===== config.mk =====
export PLATFORM = sky130hd
export DESIGN_NAME = poly_voice_mixer
export DESIGN_NICKNAME = d
export VERILOG_FILES = /design/src/rtl/sound_pkg.sv /design/src/rtl/voice_wave_unit.sv /design/src/rtl/poly_voice_mixer.sv
export SDC_FILE = /design/constraint.sdc
export NUM_CORES = 1
export LEC_CHECK = 0
export CAP_MARGIN = 5
export CORE_MARGIN = 5
export CORE_UTILIZATION = 42
export DETAILED_ROUTE_END_ITERATION = 6
export PLACE_DENSITY = 0.71
export SYNTH_ARGS = -nofsm -noshare
export SYNTH_HDL_FRONTEND = slang
export SYNTH_SLANG_ARGS = --single-unit

===== constraint.sdc =====
create_clock -name clk -period 6.38 [get_ports clk]
set_input_delay 0.957 -clock clk [delete_from_list [all_inputs] [get_ports clk]]
set_output_delay 0.957 -clock clk [all_outputs]
set_load 0.1 [all_outputs]

===== src/rtl/sound_pkg.sv =====
// Shared definitions for the sound path: waveform codes, mixer FSM states, noise LFSR.
package sound_pkg;

  localparam logic [2:0] WAVE_SQU = 3'd0;
  localparam logic [2:0] WAVE_SAW = 3'd1;
  localparam logic [2:0] WAVE_TRI = 3'd2;
  localparam logic [2:0] WAVE_NOI = 3'd3;

  typedef enum logic [1:0] {
    ST_IDLE  = 2'd0,
    ST_SWEEP = 2'd1,
    ST_OUT   = 2'd2
  } mix_state_e;

  // Galois LFSR x^16+x^14+x^13+x^11+1, shifting right
  localparam logic [15:0] LFSR_SEED = 16'hACE1;
  localparam logic [15:0] LFSR_TAPS = 16'hB400;

  function automatic logic [15:0] lfsr_step(input logic [15:0] s);
    return (s >> 1) ^ (s[0] ? LFSR_TAPS : 16'h0000);
  endfunction

endpackage


===== src/rtl/voice_wave_unit.sv =====
// Combinational waveform shaper: phase/wave/volume/noise -> one voice's contribution.
module voice_wave_unit
  import sound_pkg::*;
#(
  parameter int unsigned PHASE_W  = 16,
  parameter int unsigned SAMPLE_W = 16,
  parameter int unsigned VOL_W    = 2
) (
  input  logic [PHASE_W-1:0]  phase,
  input  logic [2:0]          wave,
  input  logic [VOL_W-1:0]    vol,
  input  logic [15:0]         lfsr,
  output logic [SAMPLE_W-1:0] contrib_c
);

  localparam int unsigned VOL_MAX = (1 << VOL_W) - 1;

  logic [PHASE_W-1:0]  tri_fold;
  logic [PHASE_W-1:0]  tri_dbl;
  logic [SAMPLE_W-1:0] raw;
  logic [VOL_W-1:0]    shift_amt;

  // Select raw waveform, then attenuate by a right shift (max volume = no shift)
  always_comb begin
    tri_fold  = phase[PHASE_W-1] ? ~phase : phase;
    tri_dbl   = tri_fold << 1;
    raw       = '0;
    case (wave)
      WAVE_SQU: raw = phase[PHASE_W-1] ? '1 : '0;
      WAVE_SAW: raw = phase[PHASE_W-1 -: SAMPLE_W];
      WAVE_TRI: raw = tri_dbl[PHASE_W-1 -: SAMPLE_W];
      WAVE_NOI: raw = lfsr[15 -: SAMPLE_W];
      default:  raw = '0;
    endcase
    shift_amt = VOL_W'(VOL_MAX) - vol;
    contrib_c = raw >> shift_amt;
  end

endmodule


===== src/rtl/poly_voice_mixer.sv =====
// Multi-voice oscillator bank and mixer; one voice per clock after each sample tick.
module poly_voice_mixer
  import sound_pkg::*;
#(
  parameter int unsigned NUM_VOICES = 4,
  parameter int unsigned PHASE_W    = 16,
  parameter int unsigned SAMPLE_W   = 16,
  parameter int unsigned VOL_W      = 2,
  parameter int unsigned MIX_MODE   = 0
) (
  input  logic                          clk,
  input  logic                          rst,
  input  logic                          tick,
  input  logic                          cmd_valid,
  output logic                          cmd_ready,
  input  logic [$clog2(NUM_VOICES)-1:0] cmd_voice,
  input  logic [PHASE_W-1:0]            cmd_step,
  input  logic [2:0]                    cmd_wave,
  input  logic [VOL_W-1:0]              cmd_vol,
  input  logic                          cmd_gate,
  output logic [SAMPLE_W-1:0]           sample_out,
  output logic                          sample_valid,
  output logic                          busy,
  output logic                          overrun
);

  localparam int unsigned VIDX_W = $clog2(NUM_VOICES);
  localparam int unsigned ACC_W  = SAMPLE_W + VIDX_W;
  localparam logic [VIDX_W-1:0] LAST_VOICE = VIDX_W'(NUM_VOICES - 1);

  logic [PHASE_W-1:0]    step_q  [NUM_VOICES];
  logic [PHASE_W-1:0]    phase_q [NUM_VOICES];
  logic [2:0]            wave_q  [NUM_VOICES];
  logic [VOL_W-1:0]      vol_q   [NUM_VOICES];
  logic [NUM_VOICES-1:0] gate_q;

  mix_state_e          state_q, state_d;
  logic [VIDX_W-1:0]   voice_q;
  logic [ACC_W-1:0]    acc_q;
  logic [15:0]         lfsr_q;
  logic [SAMPLE_W-1:0] contrib_c;
  logic [SAMPLE_W-1:0] mix_c;
  logic                cmd_accept_c;

  assign cmd_accept_c = cmd_valid && (state_q == ST_IDLE);

  voice_wave_unit #(
    .PHASE_W (PHASE_W),
    .SAMPLE_W(SAMPLE_W),
    .VOL_W   (VOL_W)
  ) u_wave (
    .phase    (phase_q[voice_q]),
    .wave     (wave_q[voice_q]),
    .vol      (vol_q[voice_q]),
    .lfsr     (lfsr_q),
    .contrib_c(contrib_c)
  );

  // Final mix: clamp the wide sum, or divide it by the voice count
  always_comb begin
    mix_c = acc_q[SAMPLE_W-1:0];
    if (MIX_MODE == 0) begin
      if (acc_q[ACC_W-1:SAMPLE_W] != '0) mix_c = '1;
    end else begin
      mix_c = SAMPLE_W'(acc_q >> VIDX_W);
    end
  end

  // Sweep sequencing: IDLE -> one SWEEP cycle per voice -> OUT -> IDLE
  always_comb begin
    state_d = state_q;
    case (state_q)
      ST_IDLE:  if (tick) state_d = ST_SWEEP;
      ST_SWEEP: if (voice_q == LAST_VOICE) state_d = ST_OUT;
      ST_OUT:   state_d = ST_IDLE;
      default:  state_d = ST_IDLE;
    endcase
  end

  // State register
  always_ff @(posedge clk or negedge rst) begin
    if (!rst) state_q <= ST_IDLE;
    else      state_q <= state_d;
  end

  // Mix datapath, noise source and status outputs
  always_ff @(posedge clk or negedge rst) begin
    if (!rst) begin
      voice_q      <= '0;
      acc_q        <= '0;
      lfsr_q       <= LFSR_SEED;
      sample_out   <= '0;
      sample_valid <= 1'b0;
      busy         <= 1'b0;
      cmd_ready    <= 1'b1;
      overrun      <= 1'b0;
    end else begin
      sample_valid <= 1'b0;
      busy         <= (state_d != ST_IDLE);
      cmd_ready    <= (state_d == ST_IDLE);
      if (tick && (state_q != ST_IDLE)) overrun <= 1'b1;
      case (state_q)
        ST_IDLE: begin
          if (tick) begin
            voice_q <= '0;
            acc_q   <= '0;
            lfsr_q  <= lfsr_step(lfsr_q);
          end
        end
        ST_SWEEP: begin
          if (gate_q[voice_q]) acc_q <= acc_q + ACC_W'(contrib_c);
          voice_q <= voice_q + VIDX_W'(1);
        end
        ST_OUT: begin
          sample_out   <= mix_c;
          sample_valid <= 1'b1;
        end
        default: ;
      endcase
    end
  end

  // Voice registers: written by commands in IDLE, phases advanced during SWEEP
  always_ff @(posedge clk or negedge rst) begin
    if (!rst) begin
      for (int unsigned i = 0; i < NUM_VOICES; i++) begin
        step_q[i]  <= '0;
        phase_q[i] <= '0;
        wave_q[i]  <= '0;
        vol_q[i]   <= '0;
      end
      gate_q <= '0;
    end else if (cmd_accept_c) begin
      step_q[cmd_voice] <= cmd_step;
      wave_q[cmd_voice] <= cmd_wave;
      vol_q[cmd_voice]  <= cmd_vol;
      gate_q[cmd_voice] <= cmd_gate;
      if (!gate_q[cmd_voice] && cmd_gate) phase_q[cmd_voice] <= '0;
    end else if ((state_q == ST_SWEEP) && gate_q[voice_q]) begin
      phase_q[voice_q] <= phase_q[voice_q] + step_q[voice_q];
    end
  end

endmodule


# Word level (Yosys, flattened, before mapping)
# Cells that the tools add are included.
[op_classes]
bitwise_logic = 6
n_addsub = 4
n_lt_le_gt_ge = 7
muxes = 48
eq_ne = 9
reduce_logical = 20
n_shift = 1
[op_table]
columns = ["op", "n"]
rows = [
  ["64-bit 2-to-1 mux", 3],
  ["16-bit 2-to-1 mux", 9],
  ["64-bit bitwise mux", 2],
  ["64-bit bitwise AND", 1],
  ["16-bit binary-select mux with 2-bit select", 2],
  ["16-bit demux with 2-bit select", 2],
  ["64-bit inverter", 1],
  ["16-bit one-hot mux with 4 select lines", 1],
  ["18-bit 2-to-1 mux", 2],
  ["18-bit one-hot mux with 2 select lines", 1],
  ["18-bit by 16-bit adder with 18-bit output", 1],
  ["16-bit adder", 1],
  ["16-bit by 2-bit right shift with 16-bit output", 1],
  ["15-bit by 16-bit XOR with 16-bit output", 1],
  ["15-bit 2-to-1 mux", 1],
  ["15-bit inverter", 1],
  ["12-bit bitwise mux", 1],
  ["2-bit 2-to-1 mux", 6],
  ["2-bit nonzero test", 5],
  ["3-bit 2-to-1 mux", 3],
  ["8-bit bitwise mux", 1],
  ["2-bit one-hot mux with 2 select lines", 2],
  ["1-bit logical AND", 7],
  ["3-bit binary-select mux with 2-bit select", 1],
  ["other kinds (25)", 39],
]
[totals]
input_bits = 28
output_inout_bits = 20
register_bits = 210
word_cells = 121

# Longest topological paths before layout
[depth]
depth_word = 11
ltp_mapped = 19
ltp_nobuf = 16

# Hierarchy
# Synthesis repeated with hierarchy kept, for this count alone.
[hier_totals]
cells_unflattened = 1026
area_unflattened_um2 = 11593.6
[modules_own_cells]
columns = ["mod", "n_inst", "area_each_um2", "seq_area_each_um2", "cells_per_inst"]
rows = [
  ["poly_voice_mixer", 1, 10441.3, 5266.3, 855],
  ["voice_wave_unit", 1, 1152.4, 0.0, 171],
]

# Worst setup path after synthesis
# OpenSTA, ideal clock, no wires.
[synth_path]
kind = "register -> register"
start = "register voice_q[0]"
end = "register acc_q[16]"
stages_incl_launch_ff = 19
t_required_ns = 6.256
t_arrival_ns = 3.798
slack_ns = 2.458
synth_period_minus_slack_ns = 3.922
setup_time_ns = 0.124
n_path_buf = 3
path_cell_list = "dfrtp_1 buf_6 buf_12 buf_8 mux4_2 nand2_1 mux2i_1 o21ai_0 mux2i_1 o22ai_1 ha_1 fa_1 a21o_1 a21o_1 a21o_1 a211oi_1 or2_2 o211ai_1 nor3b_1"
[synth_between]
elab_chain_len = 11
word_cells_on_any_way = 27
classes_between = "add/sub: 2; eq/ne: 4; shift: 1; mux: 16; bitwise: 2; reduce/logical: 2"
[synth_lines]
columns = ["element", "line_no", "rtl"]
rows = [
  ["start, declared", "poly_voice_mixer.sv:38", "logic [VIDX_W-1:0] voice_q;"],
  ["start signal, assigned", "poly_voice_mixer.sv:112", "voice_q <= voice_q + VIDX_W'(1);"],
  ["2-bit inverter with 3-bit output (not written as such)", "poly_voice_mixer.sv:52, poly_voice_mixer.sv:53, poly_voice_mixer.sv:54", ""],
  ["16-bit binary-select mux with 2-bit select", "poly_voice_mixer.sv:52", ".phase (phase_q[voice_q]),"],
  ["16-bit 2-to-1 mux (not written as such) (2 in series)", "poly_voice_mixer.sv:52", ""],
  ["15-bit inverter", "voice_wave_unit.sv:25", "tri_fold = phase[PHASE_W-1] ? ~phase : phase;"],
  ["15-bit 2-to-1 mux", "voice_wave_unit.sv:25", ""],
  ["16-bit one-hot mux with 4 select lines", "voice_wave_unit.sv:28", "case (wave)"],
  ["16-bit by 2-bit right shift with 16-bit output", "voice_wave_unit.sv:36", "contrib_c = raw >> shift_amt;"],
  ["18-bit by 16-bit adder with 18-bit output", "poly_voice_mixer.sv:111", "if (gate_q[voice_q]) acc_q <= acc_q + ACC_W'(contrib_c);"],
  ["18-bit 2-to-1 mux", "poly_voice_mixer.sv:111", ""],
  ["18-bit one-hot mux with 2 select lines", "poly_voice_mixer.sv:102", "case (state_q)"],
  ["end signal, assigned", "poly_voice_mixer.sv:111", ""],
  ["end, declared", "poly_voice_mixer.sv:39", "logic [ACC_W-1:0] acc_q;"],
]
# Several ways; a longest one is shown, not always the timed one. The select of a mux whose other input is x is not followed.
# A chain may end at the register's enable or synchronous reset.

# Worst setup path in the final report
[layout_path]
start = "register voice_q[1]"
end = "register acc_q[17]"
# Same word-level chain as after synthesis.

==> impl_metrics.py <==
metrics = {
    "clocking": {
        "cts_resized": 0,
        "ctsRootBufferMaster": "clkbuf_16",
        "h-tree-depth": 1,
        "clockBufferDepth": 3,
        "cts_tree": "yes",
        "clk_latency_ns": 0.52,
        "cts_setup_buffers": 0,
        "clkTransAtPathRegs_ns": 0.06,
        "cts_buffers": 22,
        "postCtsHoldBufs": 0,
        "cts.sinks": 210,
    },
    "global_routing": {
        "grt_max_degree": 137,
        "grt_pass1_vias": 8095,
        "track_usage_pct": 17.2,
        "antenna_found_initial": 0,
        "grt-ovfl-total": 0,
        "grt_pass1_wl_um": 43300,
    },
    "logic_synthesis": {
        "synth.distinct_cells": 70,
        "seq_area_frac_synth_pct": 46.6,
        "synth_nets": 1029,
        "yosysWarnings": 0,
        "yosys.area.top_type": "dfrtp_1",
        "synth-edff-count": 0,
        "synth_most_common_cell": "dfrtp_1",
        "synth_ff_type": "dfrtp_1",
        "syn_area_per_cell_um2": 11.7,
        "ys_top_cells_by_count": "dfrtp_1, mux2_2, nand2_1",
        "yosys_register_bits": 210,
        "postSynthCellCount": 964,
        "synthArstFlopShare_pct": 100,
        "synthesis.area_um2": 11300,
        "synth_top_area_share_pct": 44.6,
        "synthTopCellsByArea": "dfrtp_1, mux2_2, mux4_2",
    },
    "die": {
        "boundaryPins": 48,
        "num_rows": 60,
        "coreArea_um2": 26700,
        "die_height_um": 174,
        "dieWidth_um": 174,
        "start_util_pct": 42.2,
        "dieArea_um2": 30300,
    },
    "routing": {
        "viasPerCell": 5.80,
        "first_pass_iters": 5,
        "routedWlPerCell_um": 19.4,
        "wirelength_um": 26100,
        "drt_iter0_drc": 558,
        "drc": 0,
        "ant_nets": 0,
        "vias": 7802,
    },
    "flow_run": {
        "drv_cap": 0,
    },
    "cells_and_area": {
        "drive_above_1_share_pct": 21.4,
        "diodes": 0,
        "synthToLayoutAreaGrowth_pct": 12.2,
        "fin_nets": 1059,
        "stdcell_count": 1345,
        "final_area_um2": 12700,
        "fill_cells": 2393,
    },
    "critical_path": {
        "critPathKind": "reg -> reg",
        "critPathMaxFanout": 24,
        "reg2reg_to": "acc_q[17]$_DFFE_PN0P_",
        "arrival_ns": 5.12,
        "crit_path_end_kind": "register",
        "r2r_cells": 14,
        "worstPathRequired_ns": 6.77,
        "reg2reg_from": "voice_q[1]$_DFFE_PN0P_",
        "critPathLaunchType": "register",
        "reg2reg_slack_ns": 1.65,
    },
    "placed_design": {
        "gp_routability_congestion": 0.891,
        "io_buffers": 47,
        "dp.cells": 1311,
        "hpwlAfterDp_um": 18500,
        "place_area_um2": 12000,
    },
    "timing": {
        "slew_viol_final": 0,
        "min_period_ns": 4.73,
        "setup_viol": 0,
        "final_hold_viol_count": 0,
        "clock_skew_ns": 0.0219,
        "rsz0062_at_grt": "no",
        "fin_hold_ws_ns": 0.449,
        "setup_tns_ns": 0,
        "worstMarginPinSlew_ns": 1.17,
        "finalCritPeriodShare_pct": 74.1,
        "fmax_mhz": 212,
        "slew_headroom_pct": 22.1,
    },
    "run_status": {
        "status": "completed",
    },
    "min_path": {
        "hold_path.class": "in -> async",
    },
}
==> placed cells by master, fill, tap and decap left out, types with 9 or more instances in the layout <==
cell type | netlist | layout
a21o_1 | 17 | 17
inv_1 | 14 | 14
mux4_2 | 38 | 38
xnor2_1 | 28 | 28
nor2_1 | 63 | 63
ha_1 | 35 | 35
mux2_2 | 100 | 100
clkdlybuf4s50_1 | 0 | 46
nand2_1 | 66 | 66
a22o_1 | 29 | 29
dfrtp_1 | 201 | 199
nand3_1 | 21 | 21
o21ai_0 | 59 | 59
o22a_1 | 16 | 16
a21oi_1 | 56 | 56
dfstp_2 | 9 | 9
clkbuf_16 | 0 | 22
xor2_1 | 11 | 11
buf_4 | 5 | 11
mux2i_1 | 22 | 22
==> how the worst max path moves through the flow <==
stage                            from  slack [ns]                    end
2_1_floorplan  voice_q[0]$_DFFE_PN0P_        2.46  acc_q[16]$_DFFE_PN0P_
3_3_place_gp   voice_q[0]$_DFFE_PN0P_        1.72  acc_q[17]$_DFFE_PN0P_
3_5_place_dp   voice_q[0]$_DFFE_PN0P_        1.70  acc_q[14]$_DFFE_PN0P_
4_1_cts        voice_q[1]$_DFFE_PN0P_        1.70  acc_q[14]$_DFFE_PN0P_
5_1_grt        voice_q[0]$_DFFE_PN0P_        1.32  acc_q[17]$_DFFE_PN0P_
6_report       voice_q[1]$_DFFE_PN0P_        1.65  acc_q[17]$_DFFE_PN0P_
==> metrics by stage <==
step	setup slack (ns)	util, %
2_1_floorplan	2.46	-
3_3_place_gp	1.72	44.9
3_5_place_dp	1.70	44.9
4_1_cts	1.70	47.4
5_1_grt	1.32	47.4
6_report	1.65	47.4
==> registers in the layout, indices dropped and copies added (netlist names) <==
| name | count |
|---|---|
| overrun | 1 |
| sample_valid | 1 |
| state_q | 2 |
| gate_q | 4 |
| step_q | 64 |
| vol_q | 8 |
| voice_q | 2 |
| sample_out | 16 |
| busy | 1 |
| phase_q | 64 |
| lfsr_q | 16 |
| wave_q | 12 |
| acc_q | 18 |
| cmd_ready | 1 |
==> worst max-delay path: stages (launching register included) <==
cell and delay, ns:
dfrtp_2 0.77, buf_4 0.42, mux4_2 0.48, nor2_2 0.22
and2_1 0.44, o21ai_0 0.17, a21oi_1 0.23, a211oi_1 0.11
mux2i_1 0.16, ha_1 0.32, a21o_1 0.23, a2111oi_0 0.39
nor3_1 0.17, a22o_1 0.21, a211o_1 0.28
==> metal layers <==
layer / vias up / GRT usage [%] / part of all wire [%]
met2: 190 / 29.4 / 49
met3: 47 / 2.61 / 5.1
met4: 0 / 4.12 / 2.2
met5: - / 0 / 0
met1: 3919 / 23.2 / 44
li1: 3646 / - / -
==> cell families after synthesis <==
family                   synth area share, %
buffers and inverters                   3.25
adder cells (fa/ha/maj)                 4.23
XOR/XNOR                                3.03
multiplexers                            19.5
AND/OR/NAND/NOR                         8.07
flip-flops                              46.6
AO/OA/AOI/OAI                           15.3
==> area by class of cell <==
class	count	area (um2)	share of cell area [%]
sequential	210	5270	41.6
inverter	15	56.3	0.445
clock buffer	28	613	4.84
multi-input combinational	686	5670	44.8
timing repair buffer	59	577	4.55
tap	341	427	3.37
clock inverter	6	55.1	0.435
Power is not shown: default switching activity piles up to over one toggle a cycle in this logic, so the estimate is an artifact.
